<file path="src/rtl/puf_ctrl_pkg.sv">
// Shared types and helpers for the PUF challenge/response sequencer.
package puf_ctrl_pkg;

  localparam int unsigned BYTE_W = 8;

  typedef enum logic [2:0] {
    S_RX,
    S_PRE,
    S_EVAL,
    S_VOTE,
    S_TX
  } state_e;

  // Bits needed to hold any value in 0..max_val (never less than one bit).
  function automatic int unsigned cnt_w(input int unsigned max_val);
    return (max_val == 0) ? 1 : $clog2(max_val + 1);
  endfunction

endpackage

</file>
<file path="src/rtl/puf_uart_sequencer_if.sv">
// Byte-stream UART side and arbiter PUF side of the sequencer.
interface puf_uart_sequencer_if #(
  parameter int unsigned CHAL_W = 64,
  parameter int unsigned RESP_W = 64
);
  import puf_ctrl_pkg::*;

  logic              rx_valid;
  logic [BYTE_W-1:0] rx_data;
  logic              tx_valid;
  logic [BYTE_W-1:0] tx_data;
  logic              tx_ready;
  logic [CHAL_W-1:0] puf_challenge;
  logic              puf_signal;
  logic [RESP_W-1:0] puf_response;
  logic              busy;
  logic              overrun;

  // Sequencer side.
  modport master (
    input  rx_valid, rx_data, tx_ready, puf_response,
    output tx_valid, tx_data, puf_challenge, puf_signal, busy, overrun
  );

  // UART/PUF side.
  modport slave (
    output rx_valid, rx_data, tx_ready, puf_response,
    input  tx_valid, tx_data, puf_challenge, puf_signal, busy, overrun
  );
endinterface

</file>
<file path="src/rtl/puf_vote_acc.sv">
// Per-bit ones counters over PUF samples, with majority decision.
module puf_vote_acc
  import puf_ctrl_pkg::*;
#(
  parameter int unsigned RESP_W      = 64,
  parameter int unsigned NUM_SAMPLES = 5
) (
  input  logic              clk,
  input  logic              rst_n,
  input  logic              clr,
  input  logic              add,
  input  logic [RESP_W-1:0] resp,
  output logic [RESP_W-1:0] majority
);

  localparam int unsigned VW = cnt_w(NUM_SAMPLES);

  logic [VW-1:0] cnt_q [RESP_W];

  // Accumulate one sample per add; clr takes priority.
  always_ff @(posedge clk or negedge rst_n) begin
    if (!rst_n) begin
      for (int i = 0; i < RESP_W; i++) cnt_q[i] <= '0;
    end else if (clr) begin
      for (int i = 0; i < RESP_W; i++) cnt_q[i] <= '0;
    end else if (add) begin
      for (int i = 0; i < RESP_W; i++) cnt_q[i] <= cnt_q[i] + VW'(resp[i]);
    end
  end

  // Strict majority: NUM_SAMPLES is odd so there is never a tie.
  always_comb begin
    majority = '0;
    for (int i = 0; i < RESP_W; i++) majority[i] = (cnt_q[i] > VW'(NUM_SAMPLES / 2));
  end

endmodule

</file>
<file path="src/rtl/puf_uart_sequencer.sv">
// Challenge assembly from UART bytes, timed PUF sampling, majority vote, response return.
module puf_uart_sequencer
  import puf_ctrl_pkg::*;
#(
  parameter int unsigned CHAL_W        = 64,
  parameter int unsigned RESP_W        = 64,
  parameter int unsigned SETTLE_CYCLES = 65536,
  parameter int unsigned NUM_SAMPLES   = 5,
  parameter int unsigned RX_TIMEOUT    = 0
) (
  input logic clk,
  input logic rst_n,
  puf_uart_sequencer_if.master bus
);

  localparam int unsigned CHAL_BYTES = CHAL_W / BYTE_W;
  localparam int unsigned RESP_BYTES = RESP_W / BYTE_W;
  localparam int unsigned BCW = cnt_w(CHAL_BYTES);
  localparam int unsigned PW  = cnt_w(SETTLE_CYCLES - 1);
  localparam int unsigned SW  = cnt_w(NUM_SAMPLES);
  localparam int unsigned TW  = cnt_w(RESP_BYTES);
  localparam int unsigned IW  = cnt_w(RX_TIMEOUT);

  state_e            state_q, state_d;
  logic [BCW-1:0]    byte_cnt_q, byte_cnt_d;
  logic [CHAL_W-1:0] chal_sr_q, chal_sr_d;
  logic [CHAL_W-1:0] chal_q, chal_d;
  logic [PW-1:0]     phase_q, phase_d;
  logic [SW-1:0]     sample_q, sample_d;
  logic [RESP_W-1:0] tx_sr_q, tx_sr_d;
  logic [TW-1:0]     tx_cnt_q, tx_cnt_d;
  logic [IW-1:0]     idle_q, idle_d;
  logic              overrun_q, overrun_d;

  logic              rx_done, phase_last, sample_last, tx_last;
  logic              tx_valid, puf_signal, busy, acc_add, acc_clr;
  logic [RESP_W-1:0] majority;

  assign rx_done     = (state_q == S_RX) && bus.rx_valid && (byte_cnt_q == BCW'(CHAL_BYTES - 1));
  assign phase_last  = (phase_q == PW'(SETTLE_CYCLES - 1));
  assign sample_last = (sample_q == SW'(NUM_SAMPLES - 1));
  assign tx_last     = (state_q == S_TX) && bus.tx_ready && (tx_cnt_q == TW'(RESP_BYTES - 1));

  puf_vote_acc #(
    .RESP_W      (RESP_W),
    .NUM_SAMPLES (NUM_SAMPLES)
  ) u_vote_acc (
    .clk      (clk),
    .rst_n    (rst_n),
    .clr      (acc_clr),
    .add      (acc_add),
    .resp     (bus.puf_response),
    .majority (majority)
  );

  // State register.
  always_ff @(posedge clk or negedge rst_n) begin
    if (!rst_n) state_q <= S_RX;
    else        state_q <= state_d;
  end

  // Next-state logic.
  always_comb begin
    state_d = state_q;
    unique case (state_q)
      S_RX:    if (rx_done) state_d = S_PRE;
      S_PRE:   if (phase_last) state_d = S_EVAL;
      S_EVAL:  if (phase_last) state_d = sample_last ? S_VOTE : S_PRE;
      S_VOTE:  state_d = S_TX;
      S_TX:    if (tx_last) state_d = S_RX;
      default: state_d = S_RX;
    endcase
  end

  // State-decoded outputs and vote accumulator controls.
  always_comb begin
    tx_valid   = (state_q == S_TX);
    puf_signal = (state_q == S_EVAL);
    busy       = (state_q != S_RX);
    acc_add    = (state_q == S_EVAL) && phase_last;
    acc_clr    = (state_q == S_VOTE);
  end

  // Datapath next-state: rx assembly, timeout, phase/sample counters, tx shifter.
  always_comb begin
    byte_cnt_d = byte_cnt_q;
    chal_sr_d  = chal_sr_q;
    chal_d     = chal_q;
    phase_d    = '0;
    sample_d   = sample_q;
    tx_sr_d    = tx_sr_q;
    tx_cnt_d   = tx_cnt_q;
    idle_d     = '0;
    overrun_d  = bus.rx_valid && (state_q != S_RX);

    unique case (state_q)
      S_RX: begin
        if (bus.rx_valid) begin
          // An accepted byte always wins over a coincident timeout.
          if (rx_done) begin
            chal_d     = (chal_sr_q << BYTE_W) | CHAL_W'(bus.rx_data);
            chal_sr_d  = '0;
            byte_cnt_d = '0;
          end else begin
            chal_sr_d  = (chal_sr_q << BYTE_W) | CHAL_W'(bus.rx_data);
            byte_cnt_d = byte_cnt_q + 1'b1;
          end
        end else if ((RX_TIMEOUT != 0) && (byte_cnt_q != '0)) begin
          if (idle_q == IW'(RX_TIMEOUT - 1)) begin
            chal_sr_d  = '0;
            byte_cnt_d = '0;
          end else begin
            idle_d = idle_q + 1'b1;
          end
        end
      end
      S_PRE: begin
        phase_d = phase_last ? '0 : phase_q + 1'b1;
      end
      S_EVAL: begin
        phase_d = phase_last ? '0 : phase_q + 1'b1;
        if (phase_last) sample_d = sample_last ? '0 : sample_q + 1'b1;
      end
      S_VOTE: begin
        tx_sr_d  = majority;
        tx_cnt_d = '0;
      end
      S_TX: begin
        if (bus.tx_ready) begin
          tx_sr_d  = tx_sr_q >> BYTE_W;
          tx_cnt_d = tx_last ? '0 : tx_cnt_q + 1'b1;
        end
      end
      default: ;
    endcase
  end

  // Datapath registers.
  always_ff @(posedge clk or negedge rst_n) begin
    if (!rst_n) begin
      byte_cnt_q <= '0;
      chal_sr_q  <= '0;
      chal_q     <= '0;
      phase_q    <= '0;
      sample_q   <= '0;
      tx_sr_q    <= '0;
      tx_cnt_q   <= '0;
      idle_q     <= '0;
      overrun_q  <= 1'b0;
    end else begin
      byte_cnt_q <= byte_cnt_d;
      chal_sr_q  <= chal_sr_d;
      chal_q     <= chal_d;
      phase_q    <= phase_d;
      sample_q   <= sample_d;
      tx_sr_q    <= tx_sr_d;
      tx_cnt_q   <= tx_cnt_d;
      idle_q     <= idle_d;
      overrun_q  <= overrun_d;
    end
  end

  assign bus.tx_valid      = tx_valid;
  assign bus.tx_data       = tx_sr_q[BYTE_W-1:0];
  assign bus.puf_challenge = chal_q;
  assign bus.puf_signal    = puf_signal;
  assign bus.busy          = busy;
  assign bus.overrun       = overrun_q;

endmodule

</file>
<file path="src/flat_wrapper.sv">
// flat-port wrapper written by rule: the top's interface ports become plain ports
module puf_uart_sequencer_flat import puf_ctrl_pkg::*;
#(
  parameter int unsigned CHAL_W        = 64,
  parameter int unsigned RESP_W        = 64,
  parameter int unsigned SETTLE_CYCLES = 65536,
  parameter int unsigned NUM_SAMPLES   = 5,
  parameter int unsigned RX_TIMEOUT    = 0
)
  (clk, rst_n, bus_rx_valid, bus_rx_data, bus_tx_ready, bus_puf_response, bus_tx_valid, bus_tx_data, bus_puf_challenge, bus_puf_signal, bus_busy, bus_overrun);
  puf_uart_sequencer_if #(.CHAL_W(CHAL_W), .RESP_W(RESP_W)) bus_i ();
  input logic clk;
  input logic rst_n;
  input wire logic [$bits(bus_i.rx_valid)-1:0] bus_rx_valid;
  input wire logic [$bits(bus_i.rx_data)-1:0] bus_rx_data;
  input wire logic [$bits(bus_i.tx_ready)-1:0] bus_tx_ready;
  input wire logic [$bits(bus_i.puf_response)-1:0] bus_puf_response;
  output wire logic [$bits(bus_i.tx_valid)-1:0] bus_tx_valid;
  output wire logic [$bits(bus_i.tx_data)-1:0] bus_tx_data;
  output wire logic [$bits(bus_i.puf_challenge)-1:0] bus_puf_challenge;
  output wire logic [$bits(bus_i.puf_signal)-1:0] bus_puf_signal;
  output wire logic [$bits(bus_i.busy)-1:0] bus_busy;
  output wire logic [$bits(bus_i.overrun)-1:0] bus_overrun;
  assign bus_i.rx_valid = bus_rx_valid;
  assign bus_i.rx_data = bus_rx_data;
  assign bus_i.tx_ready = bus_tx_ready;
  assign bus_i.puf_response = bus_puf_response;
  assign bus_tx_valid = bus_i.tx_valid;
  assign bus_tx_data = bus_i.tx_data;
  assign bus_puf_challenge = bus_i.puf_challenge;
  assign bus_puf_signal = bus_i.puf_signal;
  assign bus_busy = bus_i.busy;
  assign bus_overrun = bus_i.overrun;
  puf_uart_sequencer #(.CHAL_W(CHAL_W), .RESP_W(RESP_W), .SETTLE_CYCLES(SETTLE_CYCLES), .NUM_SAMPLES(NUM_SAMPLES), .RX_TIMEOUT(RX_TIMEOUT)) u_core (.clk(clk), .rst_n(rst_n), .bus(bus_i));
endmodule
</file>
<file path="config.mk">
export PLATFORM = sky130hd
export DESIGN_NAME = puf_uart_sequencer_flat
export DESIGN_NICKNAME = d
export VERILOG_FILES = /design/src/rtl/puf_ctrl_pkg.sv /design/src/rtl/puf_uart_sequencer_if.sv /design/src/rtl/puf_vote_acc.sv /design/src/rtl/puf_uart_sequencer.sv /design/src/flat_wrapper.sv
export SDC_FILE = /design/constraint.sdc
export NUM_CORES = 1
export LEC_CHECK = 0
export ABC_AREA = 1
export CAP_MARGIN = 20
export CELL_PAD_IN_SITES_DETAIL_PLACEMENT = 0
export CELL_PAD_IN_SITES_GLOBAL_PLACEMENT = 1
export CORE_MARGIN = 2
export CORE_UTILIZATION = 45
export CTS_CLUSTER_DIAMETER = 200
export DETAILED_ROUTE_END_ITERATION = 10
export PLACE_DENSITY_LB_ADDON = 0.1
export SLEW_MARGIN = 20
export SYNTH_ARGS = -nofsm -noshare
export SYNTH_HDL_FRONTEND = slang
export SYNTH_SLANG_ARGS = --single-unit
</file>
<file path="constraint.sdc">
create_clock -name clk -period 1.8 [get_ports clk]
set_input_delay 0.36 -clock clk [delete_from_list [all_inputs] [get_ports clk]]
set_output_delay 0.36 -clock clk [all_outputs]
set_load 0.005 [all_outputs]
</file>
==> results of run 1 <==
-- power breakdown --
part           switching (uW)  total, uW  internal [uW]
registers                2190      14500          12300
logic                    5820      10900           5070
clock network            3740       9430           5690
total                   11800      34800          23100
-- cell usage after synthesis (8+ instances only) --
master and count:
buf_2 41, nand3_1 323, nand2_1 565, ha_1 133, o22ai_1 8, clkbuf_1 56, o21ai_0 203, a21oi_1 14
xor2_1 66, inv_1 188, nor2_1 51, dfrtp_1 407, buf_1 10, buf_4 10, buf_6 19, a31oi_1 16
o21ai_1 56
-- critical path: stages (launching register included) --
cell and delay [ns]:
dfrtp_1 0.39, buf_6 0.13, nor2_4 0.10, buf_6 0.13
nand2_8 0.05, buf_6 0.11
-- cell type report --
class / count / area share [%]
Sequential cell: 407 / 40.4
Clock buffer: 74 / 5.68
Timing Repair inverter: 3 / 0.174
Multi-Input combinational cell: 1466 / 33.1
Clock inverter: 9 / 0.377
Timing Repair Buffer: 297 / 14.3
Tap cell: 585 / 2.91
Inverter: 191 / 3.00
-- state kept, by name (all words and copies together) (netlist names) --
name / flops
u_core.state_q: 3
u_core.sample_q: 3
u_core.tx_sr_q: 64
u_core.tx_cnt_q: 4
u_core.byte_cnt_q: 4
u_core.bus.puf_challenge: 64
u_core.bus.overrun: 1
u_core.phase_q: 16
u_core.u_vote_acc.cnt_q: 192
u_core.chal_sr_q: 56
-- what timing repair did --
item                       4_1_cts  5_1_grt
resized for setup               92      130
setup buffers                   21       11
setup endpoints to repair      117      353
hold buffers                     1        0
hold endpoints to repair       110        0
gates cloned                     0       40
pin swaps                        3       37
-- final timing paths --
path                                                               from                                       end  slack, ns
worst min-delay path                                              rst_n  u_core.u_vote_acc.cnt_q[175]$_DFFE_PN0P_       0.26
worst min register to register  u_core.bus.puf_challenge[2]$_DFFE_PN0P_   u_core.bus.puf_challenge[2]$_DFFE_PN0P_       0.47
worst max register to register              u_core.phase_q[0]$_DFF_PN0_   u_core.u_vote_acc.cnt_q[74]$_DFFE_PN0P_      -0.03
min in group clk                                         bus_rx_data[2]   u_core.bus.puf_challenge[2]$_DFFE_PN0P_       0.39
max in group asynchronous                                         rst_n   u_core.u_vote_acc.cnt_q[45]$_DFFE_PN0P_       0.79
worst max-delay path                      u_core.state_q[0]$_DFFE_PN0P_                                  bus_busy      -0.04
-- kinds of logic after synthesis --
| logic type | share of synthesized area, % |
|---|---|
| simple gates | 20.9 |
| xor+xnor | 3.04 |
| flops | 52.1 |
| buf+inv | 7.46 |
| compound gates | 7.97 |
| fa+ha+maj | 8.51 |
-- metrics by stage --
stage | TNS, ns | hold slack, ns | utilization, %
6_report | -0.228 | 0.263 | 58.6
5_1_grt | -12.83 | 0.271 | 58.6
4_1_cts | -0.173 | 0.248 | 55.5
3_5_place_dp | -0.294 | 0.259 | 51.5
3_3_place_gp | -0.113 | 0.261 | 51.5
2_1_floorplan | 0 | 0.0644 | -
-- metal layers --
layer / part of all wire [%] / up-vias
li1: - / 7630
met1: 46 / 7629
met2: 49 / 256
met3: 3.2 / 74
met4: 2.2 / 0
met5: 0 / -
==> impl_metrics.py, run 1 <==
metrics = {
    "placement": {
        "place_area_um2": 22100,
        "gp_congestion": 0.740,
        "port_buffers": 151,
        "dpl.hpwl_mm": 29.0,
        "post-place-ws_ns": -0.0237,
        "placedCellCount": 2877,
    },
    "global_route": {
        "grt_pass1_vias": 14600,
        "grt_usage_pct": 20.3,
        "grt_pass1_wl_mm": 74.5,
        "busiest_layer": "met2",
        "met1_usage_pct": 27.4,
        "gr-total-overflow": 0,
        "use_met3_pct": 2.54,
        "antenna_found_initial": 0,
        "grt_max_degree": 97,
        "gr-usage-met2_pct": 34.3,
    },
    "worst_setup_path": {
        "cp_max_fo": 2,
        "reg2reg_depth": 11,
        "arrival_ns": 1.48,
        "critPathKind": "register to output port",
        "cp-end-kind": "output port",
        "cp_data_required_time_ns": 1.44,
        "critPathLaunchType": "register",
    },
    "cts": {
        "cts_tree": "done",
        "cts_buffers": 46,
        "cts-htree-levels": 2,
        "numClockSinks": 407,
        "clockBufferDepth": 3,
        "insertion_delay_ns": 0.57,
        "path_clk_slew_ns": 0.06,
        "clock-root-buffer": "clkbuf_16",
    },
    "timing": {
        "worst_slew_pin_slew_ns": 0.391,
        "fin_ws_ns": -0.0366,
        "max_slew_margin_pct": 73.6,
        "slew_violations": 0,
        "post-route-period-util_pct": 102,
        "fmaxAchievable_ghz": 0.544,
        "rsz0062_at_grt": "yes",
        "post-route-min-period_ns": 1.84,
        "setup_viol": 17,
        "hold_viol": 0,
        "finClkSkew_ns": 0.0144,
    },
    "synthesis": {
        "syn_nets": 2407,
        "yosys_most_used_dff": "dfrtp_1",
        "netlist_instances": 2198,
        "synth_area_um2": 19600,
        "async_flop_share_pct": 100,
        "ys_seq_elements": 407,
        "synth_largest_area_cell": "dfrtp_1",
        "synth_warnings": 0,
        "seq_area_frac_synth_pct": 52.1,
        "synth_edf_count": 0,
        "synth_top_area_share_pct": 52.1,
        "ys_types": 30,
        "syn_area_per_cell_um2": 8.90,
        "yosys-top-cells-area": "dfrtp_1, nand2_1, ha_1",
    },
    "floorplan": {
        "die_area_um2": 45100,
        "die_h_um": 212,
        "die_w_um": 212,
        "core_area_um2": 43000,
        "placementRows": 76,
        "start_util_pct": 45.5,
        "io_pins": 152,
    },
    "detailed_routing": {
        "wirelength_mm": 51.3,
        "via_count": 15600,
        "vias_per_cell": 5.14,
        "drt_first_pass_iters": 5,
        "postRouteAntennaNets": 0,
        "drt-initial-drc-count": 929,
        "drc": 0,
        "wl_per_cell_um": 16.9,
    },
    "status": {
        "status": "finished with violations",
        "violations": "setup timing",
    },
    "hold_path": {
        "hold_path.class": "primary input to asynchronous set/reset pin",
    },
    "layout": {
        "fill_cells": 3857,
        "final_cells": 3032,
        "nets": 2621,
        "n_antenna_cell": 0,
        "area_growth_pct": 28.8,
        "multi_input_area_um2": 8350,
        "final-seq-area_um2": 10200,
        "fin_area_um2": 25200,
        "layout-drive-gt1-share_pct": 13.2,
        "final_common_cell": "nand2_1",
        "final_cell_mix": "nand2_1, dfrtp_1, nand3_1",
    },
    "power": {
        "finalPower_uw": 34800,
        "powerDensity_nw_per_um2": 1380,
        "leakage_uw": 0.0137,
        "peakVddDrop_v": 0.000777,
    },
    "flow_run": {
        "max_cap_viol_count": 0,
    },
}
Note: power is estimated with default switching activity, not from simulation.
==> run 2: changes to the inputs <==
--- a/config.mk
+++ b/config.mk
@@ -10,9 +10,10 @@
 export CELL_PAD_IN_SITES_DETAIL_PLACEMENT = 0
 export CELL_PAD_IN_SITES_GLOBAL_PLACEMENT = 1
 export CORE_MARGIN = 2
-export CORE_UTILIZATION = 45
+export CORE_UTILIZATION = 49
 export CTS_CLUSTER_DIAMETER = 200
 export DETAILED_ROUTE_END_ITERATION = 10
+export DONT_BUFFER_PORTS = 1
 export PLACE_DENSITY_LB_ADDON = 0.1
 export SLEW_MARGIN = 20
 export SYNTH_ARGS = -nofsm -noshare
==> impl_metrics.py, run 2 (same netlist as run 1, synthesis figures left out) <==
metrics = {
    "floorplan": {
        "start_util_pct": 49.5,
        "die_area_um2": 41500,
        "io_pins": 152,
        "placementRows": 73,
        "die_w_um": 204,
        "die_h_um": 204,
        "core_area_um2": 39500,
    },
    "detailed_routing": {
        "via_count": 14700,
        "drt-initial-drc-count": 719,
        "drc": 0,
        "wl_per_cell_um": 16.6,
        "postRouteAntennaNets": 0,
        "drt_first_pass_iters": 4,
        "wirelength_mm": 47.1,
        "vias_per_cell": 5.20,
    },
    "cts": {
        "cts-htree-levels": 2,
        "cts_tree": "done",
        "clockBufferDepth": 3,
        "insertion_delay_ns": 0.58,
        "clock-root-buffer": "clkbuf_16",
        "cts_hold_buf": 65,
        "path_clk_slew_ns": 0.06,
        "numClockSinks": 407,
        "cts_buffers": 46,
    },
    "placement": {
        "gp_congestion": 0.730,
        "post-place-ws_ns": 0.0725,
        "port_buffers": 0,
        "dpl.hpwl_mm": 26.3,
    },
    "worst_setup_path": {
        "worstReg2RegStart": "u_core.phase_q[0]$_DFF_PN0_",
        "cp_max_fo": 3,
        "cp_data_required_time_ns": 1.44,
        "arrival_ns": 1.45,
        "critical_path.startpoint": "u_core.state_q[0]$_DFFE_PN0P_",
        "critPathKind": "register to output port",
        "critPathLaunchType": "register",
        "cp-end-kind": "output port",
    },
    "layout": {
        "fill_cells": 3410,
        "area_growth_pct": 19.8,
        "final_cell_mix": "nand2_1, dfrtp_1, nand3_1",
        "final_common_cell": "nand2_1",
        "largest_register_ff_count": 192,
        "n_antenna_cell": 0,
        "nets": 2479,
        "layout-drive-gt1-share_pct": 9.63,
        "top_register": "u_core.u_vote_acc.cnt_q",
    },
    "timing": {
        "finClkSkew_ns": 0.0150,
        "post-route-min-period_ns": 1.81,
        "fmaxAchievable_ghz": 0.552,
        "worst_slew_pin_slew_ns": 2.09,
        "setup_viol": 2,
        "rsz0062_at_grt": "yes",
        "post-route-period-util_pct": 101,
        "slew_violations": 242,
        "fin_ws_ns": -0.0117,
        "hold_viol": 407,
        "max_slew_margin_pct": -39.4,
        "whs_ns": -0.526,
    },
    "power": {
        "leakage_uw": 0.0126,
        "p_clk_share_pct": 28.7,
        "peakVddDrop_v": 0.000787,
        "swShare_pct": 34.2,
        "finalPower_uw": 32100,
        "p_sw_uw": 11000,
        "combPwrFrac_pct": 25.3,
        "powerDensity_nw_per_um2": 1370,
        "pwr-share-seq_pct": 45.9,
        "internal-power_uw": 21100,
    },
    "global_route": {
        "gr-total-overflow": 0,
        "grt_max_degree": 408,
        "antenna_found_initial": 0,
        "grt_pass1_vias": 13900,
        "grt_usage_pct": 21.1,
        "grt_pass1_wl_mm": 71.9,
    },
    "flow_run": {
        "max_cap_viol_count": 0,
    },
    "hold_path": {
        "hold_path.class": "primary input to asynchronous set/reset pin",
    },
    "status": {
        "status": "finished with violations",
        "violations": "hold timing, slew limit, setup timing",
    },
}
[run 2: cell count changes in the layout (fill, tap and decap cells not counted), sizes merged]
| cell | delta |
|---|---|
| buf | -52 |
| bufbuf | +2 |
| clkbuf | -18 |
| clkdlybuf4s50 | -76 |
| clkinv | +7 |
| clkinvlp | +3 |
| dlygate4sd2 | -57 |
| dlygate4sd3 | +64 |
| dlymetal6s2s | -14 |
| inv | +1 |
| nand2 | -1 |
[run 2: power groups by stage]
stage	sequential, uW	combinational (uW)	clock (uW)
after floorplan	14200	5780	0
after global placement	14800	7230	0
after detailed placement	14900	7460	0
after CTS	14800	8040	9460
after global routing	15200	9480	9830
final	14700	8130	9230
[run 2: metal layers]
layer,global-route usage [%],part of all wire [%],vias to the layer above
met5,0,0,-
met1,29.2,46,7103
met2,34.4,47,233
met4,5.42,2.2,0
met3,3.93,4.1,70
li1,-,-,7328
[run 2: worst paths after layout]
path	endpoint	slack [ns]	cells after the start
worst max-delay path	bus_busy	-0.01	4
worst min-delay path	u_core.u_vote_acc.cnt_q[174]$_DFFE_PN0P_	-0.53	0
worst max register to register	u_core.u_vote_acc.cnt_q[185]$_DFFE_PN0P_	0.04	11
worst min register to register	u_core.bus.puf_challenge[7]$_DFFE_PN0P_	0.50	2
max in group asynchronous	u_core.u_vote_acc.cnt_q[116]$_DFFE_PN0P_	0.65	0
min in group clk	u_core.u_vote_acc.cnt_q[21]$_DFFE_PN0P_	0.02	3
[run 2: layout make-up]
cell class	instances	area (um2)	share of cell area [%]
inverters	191	748	3.19
repair buffers	156	2160	9.23
multi-input cells	1465	8120	34.6
clock buffers	64	1300	5.54
repair inverters	3	76.3	0.326
well taps	525	657	2.80
flip-flops and latches	407	10200	43.5
clock inverters	20	180	0.769
[run 2: stage by stage]
stage               std cells  hold WS (ns)  instance area [um2]  setup TNS [ns]  utilization, %
floorplan                2198        0.0644                19600               0               -
global placement         2631        0.0743                20100               0            50.8
detailed placement       2631        0.0750                20100               0            50.8
CTS                      2789        -0.551                22400          -0.136            56.7
global route             2831        -0.559                23400           -2.52            59.2
finish                   2831        -0.526                23400         -0.0159            59.2
[run 2: what timing repair did]
action / CTS / global route
pin swaps: 1 / 33
gates resized for setup: 15 / 72
hold endpoints to repair: 480 / 407
cloned: 2 / 31
endpoints found under the setup margin: 3 / 282
setup buffers: 7 / 11
[run 2: worst max-delay path: stages (launching register included)]
cell and delay [ns]:
dfrtp_2 0.44, nor2_4 0.13, buf_6 0.13, nand2_8 0.05, buf_6 0.13
==> run 3: changes to the inputs <==
--- a/config.mk
+++ b/config.mk
@@ -19,3 +19,4 @@
 export SYNTH_ARGS = -nofsm -noshare
 export SYNTH_HDL_FRONTEND = slang
 export SYNTH_SLANG_ARGS = --single-unit
+export TNS_END_PERCENT = 5
==> impl_metrics.py, run 3 (same netlist as run 1, synthesis figures left out) <==
metrics = {
    "cts": {
        "cts_hold_buf": 65,
        "clockBufferDepth": 3,
        "insertion_delay_ns": 0.58,
        "numClockSinks": 407,
        "cts_buffers": 46,
        "cts-htree-levels": 2,
        "cts_tree": "done",
        "path_clk_slew_ns": 0.06,
        "clock-root-buffer": "clkbuf_16",
    },
    "layout": {
        "fin_area_um2": 22600,
        "top_register": "u_core.u_vote_acc.cnt_q",
        "largest_register_ff_count": 192,
        "nets": 2442,
        "final_common_cell": "nand2_1",
        "n_antenna_cell": 0,
        "area_growth_pct": 15.7,
        "fin_util_pct": 57.2,
        "final_cell_mix": "nand2_1, dfrtp_1, nand3_1",
        "fill_cells": 3497,
        "layout-drive-gt1-share_pct": 7.05,
    },
    "global_route": {
        "grt_pass1_wl_mm": 71.9,
        "gr-total-overflow": 0,
        "antenna_found_initial": 0,
        "grt_usage_pct": 21.1,
        "grt_max_degree": 408,
        "grt_pass1_vias": 13900,
    },
    "floorplan": {
        "die_w_um": 204,
        "die_h_um": 204,
        "core_area_um2": 39500,
        "io_pins": 152,
        "start_util_pct": 49.5,
        "die_area_um2": 41500,
        "placementRows": 73,
    },
    "timing": {
        "max_slew_margin_pct": -5.36,
        "slew_violations": 107,
        "whs_ns": -0.522,
        "setup_viol": 1,
        "rsz0062_at_grt": "yes",
        "fmaxAchievable_ghz": 0.553,
        "finalSetupTns_ns": -0.00883,
        "post-route-period-util_pct": 100,
        "worst_slew_pin_slew_ns": 1.58,
        "finClkSkew_ns": 0.0159,
        "hold_viol": 407,
        "post-route-min-period_ns": 1.81,
        "fin_ws_ns": -0.00883,
    },
    "power": {
        "finalPower_uw": 31900,
        "powerDensity_nw_per_um2": 1410,
        "leakage_uw": 0.0123,
        "peakVddDrop_v": 0.000780,
    },
    "placement": {
        "port_buffers": 0,
        "post-place-ws_ns": 0.0725,
        "dpl.hpwl_mm": 26.3,
        "gp_congestion": 0.730,
        "place_area_um2": 20100,
    },
    "hold_path": {
        "hold_path.class": "primary input to asynchronous set/reset pin",
    },
    "detailed_routing": {
        "drt_first_pass_iters": 4,
        "drc": 0,
        "vias_per_cell": 5.17,
        "wirelength_mm": 43.5,
        "wl_per_cell_um": 15.6,
        "drt-initial-drc-count": 767,
        "via_count": 14400,
        "postRouteAntennaNets": 0,
    },
    "worst_setup_path": {
        "critPathKind": "register to output port",
        "cp-end-kind": "output port",
        "critPathLaunchType": "register",
        "cp_data_required_time_ns": 1.44,
        "cp_max_fo": 3,
        "arrival_ns": 1.45,
    },
    "flow_run": {
        "max_cap_viol_count": 0,
    },
    "status": {
        "violations": "hold timing, slew limit, setup timing",
        "status": "finished with violations",
    },
}
## run 3: cell count changes in the layout (fill, tap and decap cells not counted), sizes merged
| cell | delta |
|---|---|
| clkbuf | -12 |
| inv | -1 |
| buf | -22 |
| nand2 | -1 |
| clkinv | -1 |
## run 3: through the flow
step,hold WS [ns],instances
after floorplan,0.0644,2198
after global placement,0.0743,2631
after detailed placement,0.0750,2631
after CTS,-0.551,2789
after global routing,-0.559,2794
final,-0.522,2794
## run 3: path summary, 6_finish.rpt
kind / startpoint / end / slack, ns / depth (start not counted)
setup / recovery: u_core.state_q[0]$_DFFE_PN0P_ / bus_busy / -0.009 / 4
hold / removal: rst_n / u_core.u_vote_acc.cnt_q[174]$_DFFE_PN0P_ / -0.52 / 0
setup reg to reg: u_core.state_q[0]$_DFFE_PN0P_ / u_core.bus.puf_challenge[51]$_DFFE_PN0P_ / 0.04 / 11
hold reg to reg: u_core.bus.puf_challenge[7]$_DFFE_PN0P_ / u_core.bus.puf_challenge[7]$_DFFE_PN0P_ / 0.50 / 2
max in group asynchronous: rst_n / u_core.u_vote_acc.cnt_q[42]$_DFFE_PN0P_ / 1.04 / 0
min in group clk: bus_puf_response[43] / u_core.u_vote_acc.cnt_q[60]$_DFFE_PN0P_ / 0.03 / 3
## run 3: layout make-up
class / instances / area, um2 / share of cell area [%]
inverters: 191 / 747 / 3.30
clock inverters: 20 / 180 / 0.796
repair buffers: 122 / 1550 / 6.86
repair inverters: 1 / 16.3 / 0.0719
clock buffers: 64 / 1300 / 5.74
flip-flops and latches: 407 / 10200 / 45.0
multi-input cells: 1464 / 8000 / 35.3
well taps: 525 / 657 / 2.90
## run 3: report_power, final
part | internal, uW | switching [uW]
Sequential | 12300 | 2400
Clock | 5340 | 3860
Combinational | 3360 | 4610
## run 3: repair_timing
action,in CTS,in global routing
setup endpoints to repair,3,282
endpoints found under the hold margin,480,407
pin swaps,1,3
gates cloned,2,5
gates resized for setup,15,24
setup buffers,7,0
## run 3: critical path, stage by stage, from the launching register on
cell     delay [ns]
dfrtp_2        0.44
nor2_4         0.13
buf_6          0.13
nand2_8        0.05
buf_6          0.13
## run 3: layer usage
metal | share of wire [%] | track usage [%] | vias to the layer above
met3 | 4.0 | 3.93 | 52
li1 | - | - | 7240
met4 | 1.8 | 5.42 | 0
met5 | 0 | 0 | -
met2 | 47 | 34.4 | 206
met1 | 47 | 29.2 | 6949
